==> src/rtl/n1_fc_pkg.sv <==
// ---------------------------------------------------------------------------
// n1_fc_pkg : shared types for the N1 IR sequencer
// Rev 1.0
// ---------------------------------------------------------------------------
`default_nettype none

package n1_fc_pkg;

  typedef enum logic [2:0] {
    ST_RST  = 3'd0,
    ST_EXEC = 3'd1,
    ST_MEM  = 3'd2
  } fc_state_e;

  typedef struct packed {
    logic eow;
    logic call0;
    logic drop;
    logic isr;
  } fc_force_t;

  localparam int unsigned RST_CALL_CYC_MAX = 7;

endpackage

`default_nettype wire

==> src/rtl/n1_pbus_req.sv <==
// ---------------------------------------------------------------------------
// n1_pbus_req : single-outstanding pipelined-wishbone request tracker
// Rev 1.0
// ---------------------------------------------------------------------------
`default_nettype none

module n1_pbus_req (
  input  logic clk_i,
  input  logic async_rst_i,
  input  logic req_i,
  input  logic ack_i,
  input  logic stall_i,
  output logic cyc_o,
  output logic stb_o,
  output logic xfer_o
);

  logic pend_q;
  logic pend_d;

  // xfer_o is independent of req_i so the sequencer can qualify it without a loop
  assign xfer_o = ack_i & (pend_q | ~stall_i);
  assign cyc_o  = req_i;
  assign stb_o  = req_i & ~pend_q;
  assign pend_d = req_i & ~ack_i & (pend_q | ~stall_i);

  always_ff @(posedge clk_i or negedge async_rst_i) begin
    if (!async_rst_i) begin
      pend_q <= 1'b0;
    end else begin
      pend_q <= pend_d;
    end
  end

endmodule

`default_nettype wire

==> src/rtl/n1_ir_ctrl.sv <==
// ---------------------------------------------------------------------------
// n1_ir_ctrl : N1 instruction-register sequencer and program-bus fetch control
// Rev 1.0
// ---------------------------------------------------------------------------
`default_nettype none

module n1_ir_ctrl
  import n1_fc_pkg::*;
#(
  parameter int unsigned RST_CALL_CYC = 1
) (
  input  logic       clk_i,
  input  logic       async_rst_i,
  output logic       pbus_cyc_o,
  output logic       pbus_stb_o,
  input  logic       pbus_ack_i,
  input  logic       pbus_stall_i,
  input  logic       ir2fc_eow_i,
  input  logic       ir2fc_eow_postpone_i,
  input  logic       ir2fc_jump_or_call_i,
  input  logic       ir2fc_bra_i,
  input  logic       ir2fc_scyc_i,
  input  logic       ir2fc_mem_i,
  input  logic       prs2fc_hold_i,
  input  logic       prs2fc_ps0_false_i,
  input  logic       irq_req_i,
  output logic       irq_ack_o,
  output logic       fc2ir_capture_o,
  output logic       fc2ir_stash_o,
  output logic       fc2ir_expend_o,
  output logic       fc2ir_force_eow_o,
  output logic       fc2ir_force_0call_o,
  output logic       fc2ir_force_drop_o,
  output logic       fc2ir_force_isr_o,
  output logic [2:0] prb_fc_state_o
);

  localparam logic [2:0] RST_CNT_END = 3'(RST_CALL_CYC);

  if (RST_CALL_CYC < 1 || RST_CALL_CYC > RST_CALL_CYC_MAX) begin : g_bad_rst_call_cyc
    $error("RST_CALL_CYC out of range 1..7");
  end

  fc_state_e state_q, state_d;
  logic [2:0] cnt_q, cnt_d;
  logic       bus_req;
  logic       bus_xfer;
  logic       capture;
  logic       stash;
  logic       expend;
  fc_force_t  frc;

  n1_pbus_req u_pbus_req (
    .clk_i       (clk_i),
    .async_rst_i (async_rst_i),
    .req_i       (bus_req),
    .ack_i       (pbus_ack_i),
    .stall_i     (pbus_stall_i),
    .cyc_o       (pbus_cyc_o),
    .stb_o       (pbus_stb_o),
    .xfer_o      (bus_xfer)
  );

  always_ff @(posedge clk_i or negedge async_rst_i) begin
    if (!async_rst_i) begin
      state_q <= ST_RST;
      cnt_q   <= 3'd0;
    end else begin
      state_q <= state_d;
      cnt_q   <= cnt_d;
    end
  end

  always_comb begin
    state_d = state_q;
    cnt_d   = cnt_q;
    bus_req = 1'b0;
    capture = 1'b0;
    stash   = 1'b0;
    expend  = 1'b0;
    frc     = '0;
    case (state_q)
      ST_RST: begin
        if (cnt_q == RST_CNT_END) begin
          capture   = 1'b1;
          frc.call0 = 1'b1;
          cnt_d     = 3'd0;
          state_d   = ST_EXEC;
        end else begin
          cnt_d = cnt_q + 3'd1;
        end
      end
      ST_EXEC: begin
        if (!prs2fc_hold_i) begin
          // A not-taken branch just drops the condition from the IR; no fetch needed
          if (ir2fc_bra_i && !prs2fc_ps0_false_i) begin
            capture  = 1'b1;
            frc.drop = 1'b1;
          end else if (ir2fc_mem_i && !ir2fc_bra_i) begin
            bus_req = 1'b1;
            if (bus_xfer) begin
              stash   = 1'b1;
              state_d = ST_MEM;
            end
          end else if (ir2fc_scyc_i || ir2fc_jump_or_call_i || ir2fc_bra_i) begin
            bus_req = 1'b1;
            if (bus_xfer) begin
              capture = 1'b1;
              frc.isr = irq_req_i && !ir2fc_eow_postpone_i && !ir2fc_bra_i && !ir2fc_mem_i;
            end
          end
        end
      end
      ST_MEM: begin
        bus_req = 1'b1;
        if (bus_xfer) begin
          expend  = 1'b1;
          state_d = ST_EXEC;
        end
      end
      default: state_d = ST_RST;
    endcase
    frc.eow = capture & ir2fc_eow_postpone_i;
  end

  assign fc2ir_capture_o     = capture;
  assign fc2ir_stash_o       = stash;
  assign fc2ir_expend_o      = expend;
  assign fc2ir_force_eow_o   = frc.eow;
  assign fc2ir_force_0call_o = frc.call0;
  assign fc2ir_force_drop_o  = frc.drop;
  assign fc2ir_force_isr_o   = frc.isr;
  assign irq_ack_o           = frc.isr;
  assign prb_fc_state_o      = state_q;

  // EOW of the current word is consumed by the IR itself, not by the sequencer
  logic unused_ok;
  assign unused_ok = ir2fc_eow_i;

endmodule

`default_nettype wire
==> config.mk <==
export PLATFORM = sky130hd
export DESIGN_NAME = n1_ir_ctrl
export DESIGN_NICKNAME = d
export VERILOG_FILES = /design/src/rtl/n1_fc_pkg.sv /design/src/rtl/n1_pbus_req.sv /design/src/rtl/n1_ir_ctrl.sv
export SDC_FILE = /design/constraint.sdc
export NUM_CORES = 1
export LEC_CHECK = 0
export CAP_MARGIN = 20
export CORE_MARGIN = 5
export CORE_UTILIZATION = 33
export CTS_CLUSTER_DIAMETER = 200
export DETAILED_ROUTE_END_ITERATION = 8
export PLACE_DENSITY = 0.73
export SLEW_MARGIN = 5
export SYNTH_ARGS = -nofsm -noshare
export SYNTH_HDL_FRONTEND = slang
export SYNTH_SLANG_ARGS = --single-unit
==> constraint.sdc <==
create_clock -name clk_i -period 1.5 [get_ports clk_i]
set_input_delay 0.3 -clock clk_i [delete_from_list [all_inputs] [get_ports clk_i]]
set_output_delay 0.3 -clock clk_i [all_outputs]
set_load 0.05 [all_outputs]
## Yosys cells after proc, flatten, opt, wreduce, memory -nomap -nowiden

Index checks and enable logic that the tools add are counted.

| storage, ports and cells | value |
|---|---|
| register bits after elaboration | 7 |
| input port bits | 13 |
| output and inout port bits | 13 |
| word-level logic and storage cells | 68 |

| cells by class | value |
|---|---|
| add/subtract/negate cells | 1 |
| equality and inequality tests | 9 |
| muxes and demuxes | 33 |
| bitwise gates (word level) | 9 |
| reduce and logical (&&, ||, !) cells | 13 |

Operators by type and width:

| operator | count |
|---|---|
| 1-bit 2-to-1 mux | 21 |
| 3-bit 2-to-1 mux | 7 |
| 2-bit inequality test, second input constant | 6 |
| 3-bit one-hot mux with 3 select lines | 1 |
| 3-bit by 1-bit equality test with 1-bit output, second input constant | 2 |
| 6-bit AND reduction | 1 |
| 1-bit AND | 5 |
| 1-bit logical AND | 5 |
| 1-bit logical NOT | 4 |
| 2-bit 2-to-1 mux | 2 |
| 1-bit one-hot mux with 2 select lines | 2 |
| 3-bit by 1-bit adder with 3-bit output, second input constant | 1 |
| 3-bit by 2-bit equality test with 1-bit output, second input constant | 1 |
| 3-bit logical NOT | 1 |
| 1-bit NOT | 3 |
| 1-bit logical OR | 2 |
| 1-bit OR | 1 |

## Longest topological paths before layout

Gate-level depths: netlist (run 1).

| logic depth | value |
|---|---|
| word-level depth | 10 |
| mapped depth | 6 |

## Modules after synthesis

From an unflattened synthesis (run 1), not the netlist that was laid out.

| second synthesis, totals | value |
|---|---|
| cell total of the unflattened synthesis | 54 |
| area total of the unflattened synthesis | 491.7 um2 |

By module, submodules not included:

| module | instances | cells an instance | area an instance (um2) |
|---|---|---|---|
| n1_ir_ctrl | 1 | 48 | 427.9 |
| n1_pbus_req | 1 | 6 | 63.8 |

## Worst setup path before layout (run 1)

OpenSTA, ideal clock, no wires.

| timing | value |
|---|---|
| path kind | reg2out |
| start | register state_q[1] (netlist: prb_fc_state_o[1]) |
| end | output port irq_ack_o |
| arrival time | 3.217 ns |
| data required time | 1.200 ns |
| slack | -2.017 ns |
| stages on the path, launching flop included | 6 |
| path buffers | 1 |
| cells stage by stage | dfrtp_1 -> inv_1 -> ha_1 -> nand2b_1 -> nor4b_1 -> buf_4 |

| on the way | value |
|---|---|
| cells in the longest elaborated chain, start to end | 2 |

RTL lines:

| what | RTL line | RTL |
|---|---|---|
| start, declared | n1_ir_ctrl.sv:44 | `fc_state_e state_q, state_d;` |
| start signal, assigned | n1_ir_ctrl.sv:69 | `state_q <= state_d;` |
| 3-bit by 1-bit equality test with 1-bit output | n1_ir_ctrl.sv:82 | `case (state_q)` |
| 2-bit 2-to-1 mux | n1_ir_ctrl.sv:82 |  |
| end, declared | n1_ir_ctrl.sv:27 | `output logic irq_ack_o,` |

Every way passes these cells.

## Worst setup path in the final report (run 1)

| timing | value |
|---|---|
| start | input port ir2fc_jump_or_call_i |
| end | output port fc2ir_force_eow_o |

| on the way | value |
|---|---|
| cells in the longest elaborated chain, start to end | 8 |

RTL lines:

| what | RTL line | RTL |
|---|---|---|
| start, declared | n1_ir_ctrl.sv:20 | `input logic ir2fc_jump_or_call_i,` |
| 1-bit logical OR (2 in series) | n1_ir_ctrl.sv:105 | `end else if (ir2fc_scyc_i \|\| ir2fc_jump_or_call_i \|\| ir2fc_bra_i) begin` |
| 1-bit 2-to-1 mux | n1_ir_ctrl.sv:105 |  |
| 1-bit 2-to-1 mux | n1_ir_ctrl.sv:99 | `end else if (ir2fc_mem_i && !ir2fc_bra_i) begin` |
| 1-bit 2-to-1 mux | n1_ir_ctrl.sv:96 | `if (ir2fc_bra_i && !prs2fc_ps0_false_i) begin` |
| 1-bit 2-to-1 mux | n1_ir_ctrl.sv:94 | `if (!prs2fc_hold_i) begin` |
| 1-bit one-hot mux with 2 select lines | n1_ir_ctrl.sv:82 |  |
| 1-bit AND | n1_ir_ctrl.sv:123 | `frc.eow = capture & ir2fc_eow_postpone_i;` |
| end, declared | n1_ir_ctrl.sv:31 | `output logic fc2ir_force_eow_o,` |

Every way passes these cells.

==> results.cfg, run 1 <==
[place]
pre_cts_ws_ns = -0.712
dp_hpwl_um = 1310
place_congestion = 0.786
io_buffers = 23

[sta]
setup_violations = 11
setup_slack_ns = -0.353
finalCritPeriodShare_pct = 124
finalCriticalPeriod_ns = 1.85
rsz0062_at_grt = yes
drv_slew = 0
fmax_mhz = 540
finalHoldViolCount = 0
clock_skew_ns = 0.00176

[yosys]
synth_edf_count = 0
yosysMostFrequentCell = dfrtp_1
seq_area_frac_synth_pct = 31.6
ys.flop_type = dfrtp_1
synthTopCellsByCount = 6 x dfrtp_1, 5 x inv_1, 4 x ha_1, 4 x nand2_1
syn-cell-area_um2 = 475
syn_avg_cell_area_um2 = 8.64
synth_area_leaders = dfrtp_1 32%, ha_1 11%, inv_1 3.9%
async_reset_ff_share_pct = 100
ys_warn_count = 0
yosysTopAreaCell = dfrtp_1
synth_cell_types = 32
syn_inst = 55
ys_seq_elements = 6
synth.net_count = 72
synth_top_cell_area_share_pct = 31.6

[global_route]
grt_overflow_total = 0
gr-usage-all-layers_pct = 20.5
grt_pass1_wl_um = 3180
antenna_found_initial = 0
grt_pass1_vias = 680
grt_max_degree = 8

[cts]
cts_tree = yes
htreeDepth = 1
clk_latency_ns = 0.24
root_buffer = clkbuf_4
clkSinkCount = 6
cts.clk_slew.worst_paths_ns = 0.05
cts_buffers = 3
ctsHoldBuffers = 0
clockBufferDepth = 2

[run_status]
violations = negative setup slack
status = finished with violations

[power]
power_density_mw_per_mm2 = 1510
total_power_w = 0.00183
power_leakage_nw = 0.541
ir_drop_v = 0.00134

[critical_path]
reg2reg_slack_ns = -0.16
r2r_start = u_pbus_req.pend_q
required_ns = 1.20
critical-path-max-stage-delay_ns = 0.41
cp.depth = 6
cp_slowest_cell = or3_4
r2r_end = prb_fc_state_o[0]
crit_arrival_ns = 1.55
critPathCaptureType = primary output
worst-path-buf-inv = 2
critical_path_class = in2out
crit_path_start = ir2fc_jump_or_call_i
crit_family = simple AND/OR/NAND/NOR gates
path_cells = dlygate4sd2_1, or3_4, a31oi_4, o31ai_4, and2_4, buf_8
startpoint_type = input pin
reg2reg_depth = 6
crit_path_max_fanout = 2
crit_path_end = fc2ir_force_eow_o

[floorplanning]
chipWidth_um = 48.0
initial_core_util_pct = 35.6
dieHeight_um = 48.0
core-area_mm2 = 0.00133
rows = 13
die_area_mm2 = 0.00230
io_pins = 26

[routing]
drt-initial-drc-count = 14
antenna_left = 0
drt_wl_total_um = 1950
routedWlPerCell_um = 16.5
routed_via_density = 5.23
route.detailed.drc = 0
vias = 617
first_pass_iters = 4

[job]
cap_violations = 0

[layout]
nets = 121
multi_input_area_um2 = 472
fillers = 55
insertedDiodeCount = 0
seqCellArea_um2 = 153
drive_gt1_share_pct = 68.0
area_growth_pct = 154

[hold_path]
hold_path.class = in2async
-- worst min-delay path by stage --
stage | to | depth (start not counted)
after floorplan | cnt_q[0] | 0
after global placement | cnt_q[2] | 2
after detailed placement | cnt_q[0] | 1
after CTS | cnt_q[0] | 1
after global routing | cnt_q[0] | 1
final | cnt_q[1] | 1
-- repair_timing --
| action | 4_1_cts | 5_1_grt |
|---|---|---|
| endpoints found under the hold margin | 0 | 0 |
| setup buffers | 6 | 2 |
| pin swaps | 10 | 6 |
| endpoints found under the setup margin | 13 | 12 |
| resized for setup | 42 | 8 |
-- kinds of logic after synthesis --
kind of cell | share of synthesized area [%]
buf+inv | 7.89
flops | 31.6
compound gates | 13.7
mux | 2.11
xor+xnor | 3.68
fa+ha+maj | 10.5
other cells | 0.789
simple gates | 29.7
-- worst register-to-register path: cells and delay by family (launching register included) --
| kind | cells | cell delay (ns) |
|---|---|---|
| buffers and inverters | 2 | 0.34 |
| and+or+nand+nor | 2 | 0.35 |
| muxes | 1 | 0.23 |
| AOI/OAI and AO/OA | 1 | 0.33 |
| DFF | 1 | 0.35 |
-- power by group --
part / total [W] / internal, W / switching [W]
Sequential: 0.000257 / 0.000203 / 0.0000540
Combinational: 0.00141 / 0.000682 / 0.000727
Clock: 0.000163 / 0.000101 / 0.0000616
-- stage by stage --
stage	setup TNS, ns	cells	instance area, µm²	hold slack, ns	util (%)
finish	-2.98	118	1210	0.306	90.7
global route	-3.58	118	1210	0.323	90.7
CTS	-2.85	117	1190	0.289	89.0
detailed placement	-6.69	109	1030	0.561	77.1
global placement	-6.40	109	1030	0.537	77.1
floorplan	-2.32	55	599	0.00441	-
-- routing by layer --
metal	track usage (%)	part of all wire [%]	vias to the layer above
li1	-	-	291
met1	23.2	37	289
met2	35.4	55	28
met3	3.01	4.1	9
met4	12.9	3.8	0
met5	0	0	-
-- flip-flops by register name, indices dropped and copies added, names as in the netlist --
| register | flops |
|---|---|
| u_pbus_req.pend_q | 1 |
| cnt_q | 3 |
| prb_fc_state_o | 2 |
-- placed cells by master (no fill, tap or decap), types with 3 or more instances in the layout --
| master | synthesis | routed |
|---|---|---|
| dlygate4sd2_1 | 0 | 3 |
| buf_8 | 0 | 3 |
| buf_6 | 0 | 7 |
| buf_4 | 2 | 19 |
| buf_12 | 0 | 8 |
| clkdlybuf4s15_1 | 0 | 3 |
| nand2_1 | 4 | 3 |
| ha_4 | 0 | 3 |
| dfrtp_1 | 6 | 4 |
| clkbuf_4 | 0 | 3 |
-- cell type report --
type                    instances  share of cell area, %
clock buffers                   4                   2.17
multi-input cells              41                   39.0
flip-flops and latches          6                   12.6
inverters                       5                   2.07
repair buffers                 47                   42.6
well taps                      15                   1.55
(Power assumes the default switching activity.)
==> run 2: changes to the inputs <==
- TNS_END_PERCENT: unset -> 50
==> run 2 against run 1 <==
The run still ends with negative setup slack left. Critical path depth increased by 1. Clock skew up 0.0065 ns. Setup slack better by 0.0053 ns. Combinational power barely moved. Total power decreased by 1.6%. Count of clock-buffer cells in the layout did not move. Flip-flop and latch count unchanged. Critical endpoint is now irq_ack_o. Non-clock buffer count down 2.
==> results.cfg, run 2 (synthesized netlist as in run 1, its figures left out) <==
[routing]
drt_wl_total_um = 1970
antenna_left = 0
route.detailed.drc = 0
first_pass_iters = 4
vias = 625
routed_via_density = 5.39
routedWlPerCell_um = 17.0
drt-initial-drc-count = 19

[layout]
final_cell_mix = 21 x buf_4, 7 x buf_12, 4 x dfrtp_1, 4 x dlygate4sd2_1, 4 x buf_6
nets = 119
largest_register = cnt_q
final_common_cell = buf_4
area_growth_pct = 144
largest_register_ffs = 3
layout.cells.non_filler = 116
insertedDiodeCount = 0
drive_gt1_share_pct = 69.3

[floorplanning]
core-area_mm2 = 0.00133
rows = 13
die_area_mm2 = 0.00230
io_pins = 26
dieHeight_um = 48.0
chipWidth_um = 48.0
initial_core_util_pct = 35.6

[cts]
clkSinkCount = 6
cts_tree = yes
cts.clk_slew.worst_paths_ns = 0.05
cts_buffers = 3
clockBufferDepth = 2
clk_latency_ns = 0.25
htreeDepth = 1
root_buffer = clkbuf_4

[sta]
finalCriticalPeriod_ns = 1.85
timing.hold.ws_ns = 0.295
fmax_mhz = 541
drv_slew = 0
clock_skew_ns = 0.00822
finalSetupTns_ns = -2.81
rsz0062_at_grt = yes
finalCritPeriodShare_pct = 123
setup_violations = 12
setup_slack_ns = -0.348
finalHoldViolCount = 0

[place]
dp_hpwl_um = 1300
pre_cts_ws_ns = -0.706
place_congestion = 0.748
dp_cells = 106
io_buffers = 23

[critical_path]
startpoint_type = input pin
critPathCaptureType = primary output
crit_path_max_fanout = 4
required_ns = 1.20
critical_path_class = in2out
crit_arrival_ns = 1.55

[global_route]
grt_overflow_total = 0
gr-usage-all-layers_pct = 20.1
grt_max_degree = 8
antenna_found_initial = 0
grt_pass1_vias = 672
grt_pass1_wl_um = 3100

[power]
total_power_w = 0.00180
power_leakage_nw = 0.523
power_density_mw_per_mm2 = 1550
ir_drop_v = 0.00130

[job]
cap_violations = 0

[run_status]
status = finished with violations
violations = negative setup slack

[hold_path]
hold_path.class = in2async
==> run 2: cell types whose count changed in the layout (fill, tap and decap cells not counted), sizes merged <==
cell / previous run / this run
clkdlybuf4s15: 3 / 0
buf: 38 / 36
clkbuf: 5 / 7
clkdlybuf4s50: 1 / 2
clkinvlp: 1 / 0
dlygate4sd2: 3 / 4
dlymetal6s2s: 1 / 0
inv: 4 / 5
==> run 2: final cells by class <==
cell class,instances,area (µm²)
inverters,5,21.3
repair buffers,45,463
flip-flops and latches,6,153
fillers,65,174
well taps,15,18.8
clock buffers,4,26.3
multi-input cells,41,478
==> run 2: path summary, 6_finish.rpt <==
| path | slack (ns) | to | from | cells after the start |
|---|---|---|---|---|
| worst min-delay path | 0.30 | u_pbus_req.pend_q | async_rst_i | 1 |
| worst min register to register | 0.55 | cnt_q[2] | cnt_q[2] | 1 |
| worst max register to register | -0.06 | u_pbus_req.pend_q | prb_fc_state_o[1] | 8 |
| min in group clk_i | 0.53 | u_pbus_req.pend_q | pbus_ack_i | 2 |
| worst max-delay path | -0.35 | irq_ack_o | pbus_stall_i | 7 |
| max in group asynchronous | 0.97 | prb_fc_state_o[0] | async_rst_i | 1 |
==> run 2: critical path: stages <==
cell and delay, ns:
dlygate4sd2_1 0.24, or2b_4 0.22, buf_6 0.11, nand2_4 0.06, nor4b_4 0.29, buf_4 0.18, buf_12 0.14
==> run 2: what timing repair did <==
item,CTS,global route
gates resized for setup,41,16
pin swaps,11,8
endpoints found under the hold margin,0,0
setup endpoints to repair,13,13
buffers inserted,3,3
hold buffers,0,0
==> run 2: per-stage QoR <==
step | instance area [µm²] | utilization (%)
2_1_floorplan | 557 | -
3_3_place_gp | 960 | 72.0
3_5_place_dp | 960 | 72.0
4_1_cts | 1120 | 84.0
5_1_grt | 1160 | 87.0
6_report | 1160 | 87.0
==> run 2: routing by layer <==
| metal | GRT usage (%) | wire length, µm | part of all wire [%] |
|---|---|---|---|
| met5 | 0 | 0 | 0 |
| met4 | 11.3 | 63 | 3.2 |
| met3 | 4.51 | 101 | 5.1 |
| met2 | 37.5 | 1100 | 56 |
| met1 | 20.1 | 706 | 36 |
==> run 2: where the power goes <==
part | leakage [nW] | internal (W) | total (W) | switching [W]
logic | 0.432 | 0.000652 | 0.00138 | 0.000723
registers | 0.0764 | 0.000203 | 0.000258 | 0.0000547
clock network | 0.0150 | 0.000101 | 0.000166 | 0.0000651
total | 0.523 | 0.000957 | 0.00180 | 0.000843
